**src/rtl/fetch_pkg.sv**
```systemverilog
// Shared fetch/decode types: instruction word and memory line widths.
package fetch_pkg;
  localparam int INSTR_W     = 64;
  localparam int LINE_W      = 128;
  localparam int LINE_BYTES  = 16;
  localparam int INSTR_BYTES = 8;

  typedef logic [INSTR_W-1:0] instr_t;
  typedef logic [LINE_W-1:0]  line_t;
endpackage

```
**src/rtl/fetch_fifo.sv**
```systemverilog
// In-order instruction FIFO: up to two writes and one read per cycle.
module fetch_fifo
  import fetch_pkg::*;
#(
  parameter int DEPTH = 8,
  localparam int AW = $clog2(DEPTH)
) (
  input  logic        clk,
  input  logic        rst,
  input  logic        flush,
  input  logic [1:0]  wr_en,
  input  instr_t      wr_data0,
  input  instr_t      wr_data1,
  input  logic        rd_en,
  output instr_t      rd_data,
  output logic [AW:0] count
);
  logic [AW-1:0] wptr, rptr;
  instr_t        mem [DEPTH];
  logic [1:0]    nwr;
  logic          rd_ok;

  assign nwr     = {1'b0, wr_en[0]} + {1'b0, wr_en[1]};
  assign rd_ok   = rd_en && (count != '0);
  assign rd_data = (count != '0) ? mem[rptr] : '0;

  // A lone upper-slot write lands at wptr, so slot 1 is offset only when slot 0 is written too.
  always_ff @(posedge clk) begin
    if (wr_en[0]) mem[wptr] <= wr_data0;
    if (wr_en[1]) mem[wptr + AW'(wr_en[0])] <= wr_data1;
  end

  always_ff @(posedge clk) begin
    if (rst || flush) begin
      wptr  <= '0;
      rptr  <= '0;
      count <= '0;
    end else begin
      wptr  <= wptr + AW'(nwr);
      rptr  <= rptr + AW'(rd_ok);
      count <= count + (AW+1)'(nwr) - (AW+1)'(rd_ok);
    end
  end
endmodule

```
**src/rtl/instr_fetch_buffer.sv**
```systemverilog
// Fetch stage: issues line requests, unpacks responses into the instruction FIFO, handles redirects.
module instr_fetch_buffer
  import fetch_pkg::*;
#(
  parameter int PC_W    = 32,
  parameter int DEPTH   = 8,
  parameter int MAX_OUT = 2
) (
  input  logic            clk,
  input  logic            rst,
  input  logic            redirect_valid,
  input  logic [PC_W-1:0] redirect_pc,
  output logic            req_valid,
  input  logic            req_ready,
  output logic [PC_W-1:0] req_addr,
  input  logic            resp_valid,
  input  line_t           resp_data,
  output logic            instr_valid,
  input  logic            instr_ready,
  output instr_t          instr,
  output logic [PC_W-1:0] instr_pc
);
  localparam int AW = $clog2(DEPTH);
  localparam int OW = $clog2(MAX_OUT + 1);

  logic               started;
  logic [PC_W-1:0]    fetch_pc, out_pc, redir_pc;
  logic [OW-1:0]      outstanding, drop_cnt, in_flight;
  logic [MAX_OUT-1:0] skip_sr, skip_ins;
  logic               skip_next;
  logic [AW:0]        count;
  logic [31:0]        reserved;
  logic               req_fire, resp_fire, pop;
  logic [1:0]         wr_en;
  instr_t             rd_data;

  // Every live (non-stale) request already owns two FIFO slots.
  assign reserved    = 32'(count) + 32'(outstanding - drop_cnt) * 2;
  assign req_valid   = started && (32'(outstanding) < 32'(MAX_OUT)) &&
                       (reserved + 32'd2 <= 32'(DEPTH));
  assign req_addr    = {fetch_pc[PC_W-1:4], 4'b0};
  assign req_fire    = req_valid && req_ready;
  assign resp_fire   = resp_valid && (outstanding != '0);
  assign instr_valid = (count != '0);
  assign instr       = rd_data;
  assign instr_pc    = out_pc;
  assign pop         = instr_valid && instr_ready;
  assign redir_pc    = {redirect_pc[PC_W-1:3], 3'b0};
  assign in_flight   = outstanding + OW'(req_fire) - OW'(resp_fire);

  always_comb begin
    wr_en = 2'b00;
    if (resp_fire && !redirect_valid && drop_cnt == '0)
      wr_en = skip_sr[0] ? 2'b10 : 2'b11;
  end

  // Oldest flag sits at bit 0; a new flag goes just above the survivors.
  always_comb begin
    skip_ins = resp_fire ? (skip_sr >> 1) : skip_sr;
    if (req_fire)
      for (int i = 0; i < MAX_OUT; i++)
        if (i == int'(outstanding) - int'(resp_fire)) skip_ins[i] = skip_next;
  end

  always_ff @(posedge clk) begin
    if (rst) begin
      started     <= 1'b0;
      fetch_pc    <= '0;
      out_pc      <= '0;
      outstanding <= '0;
      drop_cnt    <= '0;
      skip_sr     <= '0;
      skip_next   <= 1'b0;
    end else begin
      outstanding <= in_flight;
      skip_sr     <= skip_ins;
      if (redirect_valid) begin
        started   <= 1'b1;
        fetch_pc  <= redir_pc;
        out_pc    <= redir_pc;
        drop_cnt  <= in_flight;
        skip_next <= redirect_pc[3];
      end else begin
        if (req_fire) begin
          fetch_pc  <= fetch_pc + PC_W'(LINE_BYTES);
          skip_next <= 1'b0;
        end
        if (pop) out_pc <= out_pc + PC_W'(INSTR_BYTES);
        if (resp_fire && drop_cnt != '0) drop_cnt <= drop_cnt - OW'(1);
      end
    end
  end

  fetch_fifo #(.DEPTH(DEPTH)) u_fifo (
    .clk      (clk),
    .rst      (rst),
    .flush    (redirect_valid),
    .wr_en    (wr_en),
    .wr_data0 (resp_data[63:0]),
    .wr_data1 (resp_data[127:64]),
    .rd_en    (pop),
    .rd_data  (rd_data),
    .count    (count)
  );
endmodule
```
**config.mk**
```make
export PLATFORM = sky130hd
export DESIGN_NAME = instr_fetch_buffer
export DESIGN_NICKNAME = d
export VERILOG_FILES = /design/src/rtl/fetch_pkg.sv /design/src/rtl/fetch_fifo.sv /design/src/rtl/instr_fetch_buffer.sv
export SDC_FILE = /design/constraint.sdc
export NUM_CORES = 1
export LEC_CHECK = 0
export ABC_AREA = 1
export CAP_MARGIN = 20
export CORE_UTILIZATION = 60
export DETAILED_ROUTE_END_ITERATION = 8
export PLACE_DENSITY = 0.9
export SLEW_MARGIN = 20
export SYNTH_ARGS = -nofsm -noshare
export SYNTH_HDL_FRONTEND = slang
export SYNTH_SLANG_ARGS = --single-unit
```
**constraint.sdc**
```tcl
create_clock -name clk -period 19.05 [get_ports clk]
set_clock_uncertainty 0.2 [all_clocks]
set_input_delay 4.7625 -clock clk [delete_from_list [all_inputs] [get_ports clk]]
set_output_delay 4.7625 -clock clk [all_outputs]
set_load 0.02 [all_outputs]
```
Word-level counts from Yosys, hierarchy flattened
Memory sizes are Yosys's and may differ from the RTL's. A register that Yosys moved wholly into a read port is not among the register bits.
Index checks and enable logic that the tools add are counted.
{"block": "classes", "n_mux": 20, "n_eq_ne": 1, "add_sub_neg": 15, "reduce_logical": 20, "magnitude_cmp": 2}
{"operator": "$mux 32", "n": 4}
{"operator": "$mux 64", "n": 1}
{"operator": "$add 32x4->32 const B", "n": 1}
{"operator": "$add 32x5->32 const B", "n": 1}
{"operator": "$le 32x4->1 const B", "n": 1}
{"operator": "$logic_not 32->1", "n": 1}
{"operator": "$mux 2", "n": 5}
{"operator": "$reduce_bool 2->1", "n": 5}
{"operator": "$logic_and 1x1->1", "n": 9}
{"operator": "$mux 1", "n": 9}
{"operator": "$add 6x3->7 const B", "n": 1}
{"operator": "$add 3x1->3", "n": 2}
{"operator": "$add 5x4->6", "n": 1}
{"operator": "$add 4x2->4", "n": 1}
{"operator": "$reduce_bool 4->1", "n": 1}
{"operator": "$sub 4x1->4", "n": 1}
{"operator": "$add 3x2->3", "n": 1}
{"operator": "$eq 2x3->1 const A", "n": 1}
{"operator": "$mux 3", "n": 1}
{"operator": "$sub 2x1->3", "n": 1}
{"operator": "$sub 2x2->3", "n": 1}
{"operator": "$add 1x1->2", "n": 1}
{"operator": "$add 2x1->2", "n": 1}
{"operator": "$logic_not 2->1", "n": 1}
{"operator": "6 further kinds", "n": 6}
{"block": "word_totals", "out_inout_bits": 130, "inputBits": 166, "elab_cells": 71, "ram_bits": 512, "mem_count": 1, "regBits": 82}
{"name": "u_fifo.mem", "words": 8, "word_bits": 64, "read_ports": 1, "rd_clocked_by_memory_dff": 1, "write_ports": 2, "line": "fetch_fifo.sv:19", "rtl": "instr_t mem [DEPTH];"}

Longest topological paths before layout
{"block": "logic_depth", "depth_word": 9, "ltp_mapped": 21}

Modules after synthesis
Synthesis repeated with hierarchy kept, for this count alone.
{"block": "hier_totals", "cells_unflattened": 4931, "hier_area_um2": 35414.0}
{"mod": "fetch_fifo", "instances": 1, "area_per_inst_um2": 30551.8, "cells_each": 4126}
{"mod": "instr_fetch_buffer", "instances": 1, "area_per_inst_um2": 4862.2, "cells_each": 805}

Least setup slack after synthesis
OpenSTA, ideal clock, no wires.
{"block": "synth_path", "path_kind": "input to register", "start": "input redirect_valid", "end": "memory u_fifo.mem[0][0] in the netlist's numbering, enable pin", "arrival_time_ns": 12.087, "path_buffers": 1, "required_time_ns": 18.189, "slack_ns": 6.103, "setup_time_ns": 0.661, "stages": 4, "path_cell_list": "buf_2 -> nor3_4 -> nand2_2 -> o41ai_1"}
{"element": "start, declared", "line": "instr_fetch_buffer.sv:11", "rtl": "input logic redirect_valid,"}
{"element": "end, declared", "line": "fetch_fifo.sv:19"}

==> impl_metrics.json <==
{
  "vdd_drop_max_uv": 102,
  "ctsLongestPathBuffers": 3,
  "crit_type": "in2reg",
  "clkSinkCount": 587,
  "dpl_cell_area_sq_mm": 0.0335,
  "cp_data_arrival_time_ns": 9.50,
  "yosysMostFrequentCell": "nand2_1",
  "fin_util": 0.689,
  "fill_cells": 3821,
  "maxSlewHeadroom": 0.216,
  "clk_latency_ns": 0.62,
  "final_cells": 4395,
  "r2r_start": "drop_cnt[0]",
  "ff2ff_path_depth": 14,
  "rsz0062_at_grt": "no",
  "async_reset_ff_frac": 0,
  "dr.pass1.iters": 6,
  "synth_largest_area_cell": "edfxtp_1",
  "tritoncts": "done",
  "cp-end-kind": "flop",
  "synth_area_per_cell_sq_um": 8.68,
  "crit_chain": "clkdlybuf4s50_1 > o21ai_2 > nor3_4 > nand2_2 > inv_1 > ha_1 > ha_1 > inv_1 > nor2_2 > nand3_4 > o41ai_2 > buf_4 > buf_4",
  "fmax_mhz": 106,
  "post-route-period-util": 0.496,
  "rr_endpoint": "u_fifo.mem[6][53]",
  "drc_errors": 0,
  "tns_ns": 0,
  "synth-seq-cells": 587,
  "cts_resized": 0,
  "rrSetupSlack_ns": 13.67,
  "hold-path-cell-count": 2,
  "area_growth_pct": 13.4,
  "cts_made_buffers": 58,
  "holdBufCountCts": 0,
  "hpwl_mm": 50.1,
  "worstHoldPathType": "reg2reg",
  "ios": 296,
  "htree_levels": 2,
  "drive_gt1_frac": 0.0415,
  "wire_per_inst_um": 20.1,
  "drtIter0Drc": 3393,
  "pre_cts_ws_ns": 9.06,
  "hold_viol": 0,
  "p_leak_uw": 0.0136,
  "gr-total-overflow": 0,
  "grtUsageTotal": 0.327,
  "dieArea_sq_mm": 0.0529,
  "grt_pass1_wl_mm": 135,
  "rows": 83,
  "drv_cap": 0,
  "via_count": 26900,
  "start_kind": "input port",
  "yosysTopAreaCellShare": 0.493,
  "wl_mm": 88.5,
  "maxSlewViolCount": 0,
  "initial_core_util": 0.607,
  "place.port_buffers": 285,
  "placed_cells": 4285,
  "synth.distinct_cells": 44,
  "status": "finished, final reports clean",
  "antenna_found_initial": 6,
  "synth_cells": 3591,
  "netlist_area_sq_mm": 0.0312,
  "worst-path-max-fanout": 42,
  "hold_path_startpoint": "started",
  "yosysSeqAreaShare": 0.542,
  "synth-edff-count": 512,
  "finalSetupViolations": 0,
  "cp_slowest_stage_delay_ns": 0.71,
  "design_area_sq_mm": 0.0353,
  "yosysWarningCount": 0,
  "ant_nets": 0,
  "worstMarginPinSlew_ns": 1.18,
  "clk_pin_slew_ns": 0.06,
  "min_to": "started",
  "fin_ws_ns": 9.60,
  "synth_flop_cell": "edfxtp_1",
  "die_y_um": 230,
  "grt_pass1_vias": 25100,
  "nets": 3862,
  "avgViaCountPerCell": 6.11,
  "worst_path_max_delay_cell": "nor3_4",
  "power_density_mw_per_mm2": 102,
  "ys_top_cells_by_count": "nand2_1, nor2_1, edfxtp_1",
  "critPathRequiredTime_ns": 19.10,
  "grt_max_degree": 154,
  "synth.area.top_cells": "edfxtp_1, nand2_1, nor2_1, o21ai_0, o21ai_1",
  "clock-root-buffer": "clkbuf_16",
  "die_w_um": 230,
  "core_area_sq_mm": 0.0513,
  "postCtsSetupBuffers": 0,
  "min_period_ns": 9.45,
  "globalplace.congestion": 0.991
}
-- worst max-delay path: cells and delay by family --
| family | cells | cell delay (ns) |
|---|---|---|
| and+or+nand+nor | 4 | 1.92 |
| buffers and inverters | 5 | 1.97 |
| AOI/OAI and AO/OA | 2 | 0.29 |
| adders and majority gates | 2 | 0.46 |
-- area by class of cell --
cell class	count	area [sq um]	share of cell area
tap	680	851	0.0241
clock buffer	71	1500	0.0424
multi-input combinational	2515	12000	0.339
clock inverter	34	269	0.00761
antenna	4	10.0	0.000283
inverter	182	691	0.0195
timing repair buffer	322	3150	0.0890
sequential	587	16900	0.478
-- registers in the layout, indices dropped and copies added, names as in the netlist --
| register | cells |
|---|---|
| drop_cnt | 2 |
| fetch_pc | 28 |
| instr_pc | 29 |
| outstanding | 2 |
| skip_next | 1 |
| skip_sr | 2 |
| started | 1 |
| u_fifo.count | 4 |
| u_fifo.mem | 512 |
| u_fifo.rptr | 3 |
| u_fifo.wptr | 3 |
-- where the power goes --
group / total, uW / internal [uW] / switching (uW)
clock network: 1100 / 610 / 487
logic: 1010 / 378 / 636
registers: 1510 / 1460 / 48.3
total: 3620 / 2450 / 1170
-- kinds of logic (layout without fill, tap and decap cells) --
kind of cell	Yosys count	in the layout	synth area share
and+or+nand+nor	1503	1503	0.189
other	1	11	0.000120
buffers and inverters	495	609	0.0787
AOI/OAI and AO/OA	954	954	0.171
DFF	587	587	0.542
adders and majority gates	30	30	0.0130
xor gates and xnor gates	21	21	0.00614
-- layout by cell type, fill, tap and decap left out, drive strengths merged, types with 4 or more instances in the layout --
cell type	synthesis	final
nand2	779	779
o21ai	749	749
nor2	610	610
edfxtp	512	512
clkdlybuf4s50	0	284
inv	180	181
o32ai	128	128
dfxtp	75	75
nand3	71	71
clkbuf	96	71
a21oi	52	52
buf	217	38
clkinv	2	31
ha	26	26
nand4	20	20
xor2	15	15
nor3	14	14
o41ai	8	8
conb	1	7
o21bai	6	6
xnor2	6	6
diode	0	4
fa	4	4
bufinv	0	4
-- how the worst max path moves through the flow --
stage / from / endpoint / slack, ns / cells after the start
after CTS: u_fifo.rptr[0] / instr[24] / 9.56 / 7
final: resp_valid / u_fifo.mem[6][53] / 9.60 / 13
after global placement: resp_valid / u_fifo.mem[6][40] / 9.29 / 13
after global routing: resp_valid / u_fifo.mem[6][48] / 9.45 / 13
after detailed placement: resp_valid / u_fifo.mem[6][40] / 9.06 / 13
after floorplan: redirect_valid / u_fifo.mem[0][0] / 6.10 / 4
-- layer usage --
layer	vias to the layer above	share of wire	track usage	wire length (um)
met3	311	0.11	0.0616	9820
met2	1687	0.48	0.549	42500
met5	-	0.00047	0	42
li1	12500	-	-	-
met4	6	0.044	0.158	3920
met1	12400	0.36	0.408	32200
-- through the flow --
stage | power [uW] | hold WS, ns
5_1_grt | 3750 | 0.306
4_1_cts | 3610 | 0.276
6_report | 3620 | 0.271
2_1_floorplan | 2140 | 0.241
3_3_place_gp | 2500 | 0.251
3_5_place_dp | 2530 | 0.262
Note: power is estimated with default switching activity, not from simulation.
